### src/rtl/mouse_host_transmitter.sv
// mouse_host_transmitter: host-to-device PS/2 transmitter that sends one command byte to the mouse.
// It drives the open-collector mouse pads only through output enables.
// Ports:
//   CLK, RESET          system clock; asynchronous active-low reset
//   CLK_MOUSE_IN        raw mouse clock pad level
//   DATA_MOUSE_IN       raw mouse data pad level
//   CLK_MOUSE_OUT_EN    1 pulls the mouse clock low, 0 releases it
//   DATA_MOUSE_OUT_EN   1 pulls mouse data low, 0 releases it
//   SEND_BYTE           one-cycle request, honoured only when idle
//   BYTE_TO_SEND        command byte, latched on an accepted request
//   BUSY                high while a transfer is in progress
//   BYTE_SENT           one-cycle pulse: frame done and acknowledged by the mouse
//   ERROR               one-cycle pulse: NACK or timeout
module mouse_host_transmitter #(
   parameter int unsigned INHIBIT_CYCLES = 6000,
   parameter int unsigned REQ_CYCLES     = 100,
   parameter int unsigned TIMEOUT_CYCLES = 1000000
) (
   input  logic       CLK,
   input  logic       RESET,
   input  logic       CLK_MOUSE_IN,
   input  logic       DATA_MOUSE_IN,
   output logic       CLK_MOUSE_OUT_EN,
   output logic       DATA_MOUSE_OUT_EN,
   input  logic       SEND_BYTE,
   input  logic [7:0] BYTE_TO_SEND,
   output logic       BUSY,
   output logic       BYTE_SENT,
   output logic       ERROR
);

   localparam logic [12:0] InhibitLast = 13'(INHIBIT_CYCLES - 1);
   localparam logic [12:0] ReqLast     = 13'(REQ_CYCLES - 1);
   localparam logic [19:0] TmoLast     = 20'(TIMEOUT_CYCLES - 1);

   typedef enum logic [2:0] {
      StIdle,
      StInhibit,
      StReq,
      StSend,
      StWaitAck,
      StWaitIdle
   } state_e;

   state_e      state_q, state_d;
   logic [9:0]  frame_q, frame_d;
   logic [12:0] cnt_q, cnt_d;
   logic [19:0] tmo_q, tmo_d;
   logic [3:0]  bitcnt_q, bitcnt_d;
   logic        data_bit_q, data_bit_d;
   logic        byte_sent_q, byte_sent_d;
   logic        error_q, error_d;
   logic [1:0]  clk_sync_q, data_sync_q;
   logic        clk_prev_q;

   logic clk_synced, data_synced, clk_fall;

   assign clk_synced  = clk_sync_q[1];
   assign data_synced = data_sync_q[1];
   assign clk_fall    = clk_prev_q & ~clk_synced;

   always_ff @(posedge CLK or negedge RESET) begin
      if (!RESET) begin
         // Synchronizers reset to the idle-high line level so no false edge is seen.
         clk_sync_q  <= 2'b11;
         data_sync_q <= 2'b11;
         clk_prev_q  <= 1'b1;
         state_q     <= StIdle;
         frame_q     <= '0;
         cnt_q       <= '0;
         tmo_q       <= '0;
         bitcnt_q    <= '0;
         data_bit_q  <= 1'b0;
         byte_sent_q <= 1'b0;
         error_q     <= 1'b0;
      end else begin
         clk_sync_q  <= {clk_sync_q[0], CLK_MOUSE_IN};
         data_sync_q <= {data_sync_q[0], DATA_MOUSE_IN};
         clk_prev_q  <= clk_synced;
         state_q     <= state_d;
         frame_q     <= frame_d;
         cnt_q       <= cnt_d;
         tmo_q       <= tmo_d;
         bitcnt_q    <= bitcnt_d;
         data_bit_q  <= data_bit_d;
         byte_sent_q <= byte_sent_d;
         error_q     <= error_d;
      end
   end

   always_comb begin
      state_d     = state_q;
      frame_d     = frame_q;
      cnt_d       = cnt_q;
      tmo_d       = tmo_q;
      bitcnt_d    = bitcnt_q;
      data_bit_d  = data_bit_q;
      byte_sent_d = 1'b0;
      error_d     = 1'b0;
      unique case (state_q)
         StIdle: begin
            // A request landing on the done/error pulse cycle is dropped.
            if (SEND_BYTE && !byte_sent_q && !error_q) begin
               frame_d = {1'b1, ~^BYTE_TO_SEND, BYTE_TO_SEND};
               cnt_d   = '0;
               state_d = StInhibit;
            end
         end
         StInhibit: begin
            if (cnt_q == InhibitLast) begin
               cnt_d   = '0;
               state_d = StReq;
            end else begin
               cnt_d = cnt_q + 13'd1;
            end
         end
         StReq: begin
            if (cnt_q == ReqLast) begin
               cnt_d      = '0;
               bitcnt_d   = '0;
               tmo_d      = '0;
               data_bit_d = 1'b1;  // keep the start bit on data after clock release
               state_d    = StSend;
            end else begin
               cnt_d = cnt_q + 13'd1;
            end
         end
         StSend, StWaitAck, StWaitIdle: begin
            // One timeout spans the whole device-clocked part of the frame.
            tmo_d = tmo_q + 20'd1;
            if (tmo_q == TmoLast) begin
               error_d = 1'b1;
               state_d = StIdle;
            end else if (state_q == StSend) begin
               if (clk_fall) begin
                  data_bit_d = ~frame_q[bitcnt_q];
                  bitcnt_d   = bitcnt_q + 4'd1;
                  if (bitcnt_q == 4'd9) begin
                     state_d = StWaitAck;
                  end
               end
            end else if (state_q == StWaitAck) begin
               if (clk_fall) begin
                  if (data_synced) begin
                     error_d = 1'b1;
                     state_d = StIdle;
                  end else begin
                     state_d = StWaitIdle;
                  end
               end
            end else if (clk_synced && data_synced) begin
               byte_sent_d = 1'b1;
               state_d     = StIdle;
            end
         end
         default: state_d = StIdle;
      endcase
   end

   // Pad enables decode straight from state so an asynchronous reset releases them at once.
   assign CLK_MOUSE_OUT_EN  = (state_q == StInhibit) || (state_q == StReq);
   assign DATA_MOUSE_OUT_EN = (state_q == StReq) || ((state_q == StSend) && data_bit_q);
   assign BUSY              = (state_q != StIdle);
   assign BYTE_SENT         = byte_sent_q;
   assign ERROR             = error_q;

endmodule

### config.mk
export PLATFORM = sky130hd
export DESIGN_NAME = mouse_host_transmitter
export DESIGN_NICKNAME = d
export VERILOG_FILES = /design/src/rtl/mouse_host_transmitter.sv
export SDC_FILE = /design/constraint.sdc
export NUM_CORES = 1
export LEC_CHECK = 0
export ABC_AREA = 0
export CAP_MARGIN = 20
export CELL_PAD_IN_SITES_DETAIL_PLACEMENT = 0
export CELL_PAD_IN_SITES_GLOBAL_PLACEMENT = 1
export CORE_MARGIN = 5
export CORE_UTILIZATION = 50
export CTS_BUF_LIST = sky130_fd_sc_hd__clkbuf_8
export DETAILED_ROUTE_END_ITERATION = 8
export GPL_ROUTABILITY_DRIVEN = 0
export PLACE_DENSITY = 0.86
export SYNTH_ARGS = -nofsm -noshare
export SYNTH_HDL_FRONTEND = slang
export SYNTH_SLANG_ARGS = --single-unit
export TNS_END_PERCENT = 20
### constraint.sdc
create_clock -name CLK -period 4 [get_ports CLK]
set_clock_uncertainty 0.2 [all_clocks]
set_input_delay 0.6 -clock CLK [delete_from_list [all_inputs] [get_ports CLK]]
set_output_delay 0.6 -clock CLK [all_outputs]
set_load 0.02 [all_outputs]
# ---- After elaboration in Yosys (flattened, before gate mapping)
# Cells that the tools add are included.
dict set report classes {
  muxes 41
  multipliers 0
  n_lt_le_gt_ge 1
  bitwise 3
  div 0
  shifts 0
  n_addsub 3
  n_reduce_logical 19
  n_eq_ne 19
}
# cell n
set op_table {}
lappend op_table {{$pmux 20 s2} 1}
lappend op_table {{$mux 13} 3}
lappend op_table {{$pmux 13 s3} 1}
lappend op_table {{$mux 3} 11}
lappend op_table {{$add 20x1->20 const B} 1}
lappend op_table {{$eq 20x20->1 const B} 1}
lappend op_table {{$mux 20} 1}
lappend op_table {{$mux 1} 16}
lappend op_table {{$mux 4} 4}
lappend op_table {{$add 13x1->13 const B} 1}
lappend op_table {{$eq 13x13->1 const B} 1}
lappend op_table {{$eq 13x7->1 const B} 1}
lappend op_table {{$ne 2x2->1 const B} 6}
lappend op_table {{$ne 4x4->1 const B} 3}
lappend op_table {{$pmux 3 s4} 1}
lappend op_table {{$pmux 4 s2} 1}
lappend op_table {{$reduce_xnor 8->1} 1}
lappend op_table {{$reduce_and 7->1} 1}
lappend op_table {{$eq 3x2->1 const B} 2}
lappend op_table {{$eq 3x3->1 const B} 2}
lappend op_table {{$reduce_and 2->1} 3}
lappend op_table {{$reduce_bool 3->1} 2}
lappend op_table {{$lt 4x5->1 const B} 1}
lappend op_table {{$ne 5x5->1 const B} 1}
lappend op_table {{other kinds (14)} 20}
dict set report word_totals {
  ramBits 0
  wordCells 97
  inputBits 13
  regBits 58
  n_memories 0
  romBits 0
  latchBits 0
  out_inout_bits 5
}

# ---- Longest topological paths before layout
dict set report depth {
  word_depth 7
  ltp_mapped 8
  depth_no_buf 7
}

# ---- Worst setup path after synthesis
# No wires, ideal clock.
dict set report synth_timing {
  kind {register to register}
  startpoint {register cnt_q[0]}
  endpoint {register cnt_q[9]}
  t_arrival_ns 1.821
  synth_period_minus_slack_ns 2.103
  slack_ns 1.897
  path_stages_with_launch 9
  cell_sequence {dfrtp_1 -> ha_1 -> nor3b_1 -> and4_1 -> buf_6 -> o32ai_2 -> buf_4 -> nand2_1 -> a31oi_1}
}
dict set report synth_between {
  elab_chain_cells 3
  word_cells_on_any_way 6
  cone_classes {1 x add/sub; 2 x eq/ne; 3 x mux}
}
# element line_no
set synth_rtl {}
lappend synth_rtl {{from (decl)} 47} ;# logic [12:0] cnt_q, cnt_d;
lappend synth_rtl {{from (signal assigned)} 82} ;# cnt_q <= cnt_d;
lappend synth_rtl {{$add 13x1->13, or another cell as far along} {114, 125}}
lappend synth_rtl {{$mux 13 (on tied branches)} {118, 110}}
lappend synth_rtl {{$pmux 13 s3 *} 100} ;# unique case (state_q)
# Every way passes the cells marked *; elsewhere a longest branch is shown, timed or not.
# A chain may end at the register's enable or synchronous reset.

# ---- Final worst setup path
dict set report layout_timing {
  startpoint {register state_q[2]}
  endpoint {output DATA_MOUSE_OUT_EN}
}
dict set report layout_between {
  elab_chain_cells 3
  word_cells_on_any_way 4
  cone_classes {2 x eq/ne; 2 x reduce/logical}
}
# element line_no
set layout_rtl {}
lappend layout_rtl {{from (decl)} 45} ;# state_e state_q, state_d;
lappend layout_rtl {{from (signal assigned)} 68} ;# state_q <= StIdle;
lappend layout_rtl {{from (signal assigned)} 80} ;# state_q <= state_d;
lappend layout_rtl {{$eq 3x2->1} 162} ;# assign DATA_MOUSE_OUT_EN = (state_q == StReq) || ((state_q == StSend) && data_bit_q);
lappend layout_rtl {{$logic_and 1x1->1} 162}
lappend layout_rtl {{$logic_or 1x1->1 *} 162}
lappend layout_rtl {{to (decl)} 24} ;# output logic DATA_MOUSE_OUT_EN,
# Marked as above.

==> metrics.cfg <==
[route]
avgViaCountPerCell = 5.98
antenna_left = 0
route.detailed.drc = 0
drtPass1Iterations = 4
drt_iter0_drc = 113
avgRoutedWirePerCell_um = 15.5
finalWirelength_um = 6520
routed-via-count = 2523

[grt]
grt_pass1_vias = 2395
grt_pass1_wl_um = 11400
overflow = 0
grt_max_degree = 40
grt_antenna_before_repair = 0
track_usage_pct = 16.9

[floorplanning]
row_count = 29
die_height_um = 91.1
core_mm2 = 0.00639
pin_count = 18
die_area_mm2 = 0.00830
die_x_um = 91.1
start_util_pct = 51.5

[worst_setup_path]
path_cells = nand2b_1 > a21oi_1 > clkdlybuf4s50_1
worst-path-buf-inv = 1
crit_arrival_ns = 2.13
path_class = flip-flop to primary output
startpoint_type = flip-flop
slowest_stage = dfrtp_1
path_max_fanout = 20
crit_start = state_q[2]
crit_path_end_kind = primary output
r2r_start = state_q[2]
crit_required_ns = 3.20
max_stage_delay_ns = 0.64
critical_path.top_delay_family = flip-flops

[clocking]
clock_latency_ns = 0.34
cts_tree = done
cts-root-buf = clkbuf_8
htree_levels = 3
cts.clk_slew.worst_paths_ns = 0.07
clkSinkCount = 58
post-cts-setup-buffers = 0
clockBufferDepth = 2
cts_buffers = 9
ctsResizeCount = 0
cts_hold_buf = 0

[hold_path]
hp-class = flip-flop to flip-flop
min_from = data_sync_q[0]

[power]
powerDensity_mw_per_mm2 = 309
power.leakage_nw = 1.46
vdd_drop_max_mv = 0.224

[cells_and_area]
final_common_cell = dfrtp_1
drive_above_1_share_pct = 13.9
final_cells = 422
final_cell_mix = 53 x dfrtp_1, 22 x a21oi_1, 21 x nor2_1, 21 x o21ai_0, 20 x nand2_1
nNetsFinal = 357
syn_to_final_growth_pct = 10.5
diodes = 0
final_core_util_pct = 56.9

[place]
port_buffers = 17
dpl.cell_count = 406
place_hpwl_um = 4560
dp_worst_setup_slack_ns = 1.25

[logic_synthesis]
synth-edff-count = 0
ys.flop_type = dfrtp_1
synth_cell_types = 60
netlist_area_mm2 = 0.00329
avgSynthCellArea_um2 = 10.1
synth_nets = 341
ys_warn_count = 0
ys_seq_area_share_pct = 44.3
ys_ff_latch = 58
syn_inst = 324
async_reset_ff_share_pct = 100

[timing]
setup_tns_ns = 0
relSlewSlack_pct = 41.9
fin_ws_ns = 1.07
timing.hold.ws_ns = 0.157
finalHoldViolations = 0
drv_slew = 0
setup_viol = 0
fin_crit_sh_pct = 73.3
worst_slew_pin_slew_ns = 0.871
rsz0062_at_grt = false
fin_crit_ns = 2.93
max_freq_mhz = 341

[flow_run]
drv_cap = 0

[run_status]
outcome = completed

layer usage:
metal	vias to the layer above	share of wire, %	global-route usage, %	routed length (um)
met5	-	0	0	0
met4	0	1.5	6.11	99
met3	8	3.8	4.55	246
met2	42	46	25.5	3000
met1	1233	49	23.4	3180
li1	1240	-	-	-
final timing paths:
kind	endpoint	slack [ns]	cells past startpoint
setup reg to reg	state_q[0]	1.23	6
hold / removal	data_sync_q[1]	0.16	0
max in group asynchronous	cnt_q[9]	2.63	2
setup / recovery	DATA_MOUSE_OUT_EN	1.07	3
min in group asynchronous	tmo_q[13]	0.17	1
hold reg to reg	data_sync_q[1]	0.16	0
report_power, final:
part           leakage, nW  switching (mW)  internal, mW  total, mW
Sequential           0.751         0.00484         0.598      0.603
Combinational        0.624          0.0249        0.0257     0.0507
Clock               0.0892           0.234         0.235      0.469
Total                 1.46           0.264         0.859       1.12
cell usage after synthesis, types with 5 or more instances:
master	count	share of area, %
clkbuf_1	7	0.80
o211ai_1	8	1.8
nand3_1	14	2.1
nand2b_1	8	1.5
a21oi_1	22	3.3
inv_1	11	1.3
nand2_1	20	2.3
mux2_2	9	3.1
a22o_1	6	1.6
nor2_1	21	2.4
mux2i_1	7	2.1
buf_6	7	2.4
nand4_1	7	1.3
and3_1	5	0.95
a31oi_1	6	1.1
o21ai_0	21	3.2
dfrtp_1	53	40
or3_1	13	2.5
dfstp_2	5	4.0
xnor2_1	9	2.4
sequential cells by signal, summed over array words and instances, names as in the netlist:
register	cells
cnt_q	13
ERROR	1
BYTE_SENT	1
frame_q	10
data_bit_q	1
data_sync_q	2
bitcnt_q	4
clk_prev_q	1
tmo_q	20
clk_sync_q	2
state_q	3
final cells by class:
| cell class | instances | area [um^2] |
|---|---|---|
| tap | 77 | 96.3 |
| clock inverter | 6 | 33.8 |
| inverter | 11 | 41.3 |
| sequential | 58 | 1460 |
| fill | 578 | 2750 |
| timing repair buffer | 21 | 195 |
| clock buffer | 10 | 138 |
| multi-input combinational | 239 | 1670 |
metrics by stage:
| step | instance area (um^2) | power [mW] |
|---|---|---|
| 2_1_floorplan | 3290 | 0.635 |
| 3_3_place_gp | 3460 | 0.664 |
| 3_5_place_dp | 3460 | 0.666 |
| 4_1_cts | 3630 | 1.14 |
| 5_1_grt | 3630 | 1.18 |
| 6_report | 3630 | 1.12 |
cell families after synthesis:
logic type | share of synthesized area (%)
multiplexers | 6.58
flip-flops | 44.3
adder cells (fa/ha/maj) | 1.52
buffers and inverters | 4.83
AND/OR/NAND/NOR | 19.8
XOR/XNOR | 4.30
AO/OA/AOI/OAI | 18.6
worst reg2reg max path: stages (launching register included):
cell      delay [ns]
dfrtp_1         0.80
nand2b_1        0.26
or2_0           0.53
o32ai_2         0.15
buf_4           0.25
a21o_1          0.22
mux2_2          0.26
No activity file was read; power rests on OpenSTA's default activity.
==> RTL change: new RTL, same flow settings <==
Put one more register stage on the output `ERROR`, without a reset. The value now appears one clock later. The other outputs are not delayed to match. Comments in the files are not updated.
--- a/src/rtl/mouse_host_transmitter.sv
+++ b/src/rtl/mouse_host_transmitter.sv
@@ -163,5 +163,7 @@
    assign BUSY              = (state_q != StIdle);
    assign BYTE_SENT         = byte_sent_q;
-   assign ERROR             = error_q;
+   always_ff @(posedge CLK) begin
+      ERROR <= error_q;
+   end
 
 endmodule
Check against the original RTL: same outputs for any inputs over 10 cycles, from zero or initial values and one cycle with RESET low; that may be too few to reach the edited logic, so the function may still have changed.
==> RTL change against the original RTL <==
First-iteration DRC count up 12%. Cell area up 0.38%. Sequential share of layout area up 0.40 points. Critical endpoint unchanged. Power down 0.48%. Die area up 0.54%. Area after synthesis up 0.61%. Cell count up 0.24%. Setup slack worse by 0.048 ns. Wire length down 0.18%. Register-to-register slack worse by 0.21 ns. Sequential cell count up 1.
==> RTL change: results (changes against the original RTL) <==
metric,value,unit,change
outcome,completed,,unchanged
netlist_top_cells_area,"dfrtp_1, dfstp_2, a21oi_1, o21ai_0, mux2_2",,unchanged
leakage,1.48,nW,was 1.46 nW
wire_per_inst,15.4,um,was 15.5 um
grt_pass1_vias,2419,,was 2395
synth_flop_cell,dfrtp_1,,unchanged
numPortBuffers,17,,unchanged
place_area,3480,um2,was 3460 um2
drive_gt1_share,13.0,%,was 13.9%
swShare,22.6,%,was 23.5%
clock_cell_area_share,4.53,%,was 4.72%
synthArstFlopShare,98.3,%,was 100%
dr_total_vias,2486,,was 2523
synth_common_cells,"dfrtp_1, a21oi_1, nor2_1, o21ai_0, nand2_1",,unchanged
synth_area_per_cell,10.2,um2,was 10.1 um2
drt_iter0_drc,126,,was 113
hp-class,in -> async,,was reg -> reg
cp_top_family,buffers and inverters,,was flip-flops
dp_hpwl,4550,um,was 4560 um
numClockSinks,59,,was 58
irDropWorstVdd,0.264,mV,was 0.224 mV
clock_latency,0.33,ns,
fillCellCount,582,,was 578
stdcell_area,3650,um2,was 3630 um2
seq_area,1480,um2,was 1460 um2
placed_cells,407,,was 406
setup_tns,0,ns,unchanged
grt_usage,16.9,%,about the same
dpl_worst_slack,1.06,ns,was 1.25 ns
synthesis.nets,342,,was 341
rows,29,,unchanged
yosysUniqueCellTypes,61,,was 60
arrival,2.18,ns,was 2.13 ns
area_share_nonclk_buffers,5.35,%,was 5.37%
cp_slowest_cell,clkdlybuf4s50_1,,was dfrtp_1
grt_max_degree,33,,was 40
final_cells,423,,was 422
yosysWarnings,0,,unchanged
final_nets,358,,was 357
ys_seq_area_share,44.7,%,was 44.3%
cts_buffers,9,,unchanged
grt_pass1_wl,11600,um,was 11400 um
slew-limit-headroom,53.2,%,was 41.9%
[RTL change: power groups by stage]
| stage | registers [mW] | logic [mW] | clock network [mW] |
|---|---|---|---|
| floorplan | 0.622 | 0.0233 | 0 |
| global placement | 0.623 | 0.0513 | 0 |
| detailed placement | 0.624 | 0.0523 | 0 |
| CTS | 0.613 | 0.0522 | 0.470 |
| global route | 0.614 | 0.0587 | 0.501 |
| finish | 0.613 | 0.0508 | 0.454 |
[RTL change: kinds of logic after synthesis]
family          count (synthesis)  synth area share (%)
compound gates                 87                  18.5
xor+xnor                       14                  4.27
fa+ha+maj                       4                  1.51
buf+inv                        27                  4.80
flops                          59                  44.7
mux                            18                  6.54
simple gates                  116                  19.7
[RTL change: worst paths after layout]
path	start	end	slack, ns	cells past startpoint
max	state_q[2]$_DFFE_PN0P_	DATA_MOUSE_OUT_EN	1.02	3
min	RESET	tmo_q[13]$_DFFE_PN0P_	0.08	1
max reg2reg	state_q[2]$_DFFE_PN0P_	state_q[0]$_DFFE_PN0P_	1.02	6
min reg2reg	data_sync_q[0]$_DFF_PN1_	data_sync_q[1]$_DFF_PN1_	0.15	0
max in group asynchronous	RESET	data_sync_q[0]$_DFF_PN1_	2.62	2
min in group CLK	data_sync_q[0]$_DFF_PN1_	data_sync_q[1]$_DFF_PN1_	0.15	0
[RTL change: per-layer routing]
| metal | vias up | part of all wire (%) | routed length [um] | global-route usage, % |
|---|---|---|---|---|
| met4 | 0 | 1.6 | 107 | 7.21 |
| li1 | 1236 | - | - | - |
| met3 | 7 | 3.6 | 233 | 3.55 |
| met2 | 39 | 46 | 2980 | 25.0 |
| met5 | - | 0 | 0 | 0 |
| met1 | 1204 | 49 | 3190 | 23.9 |
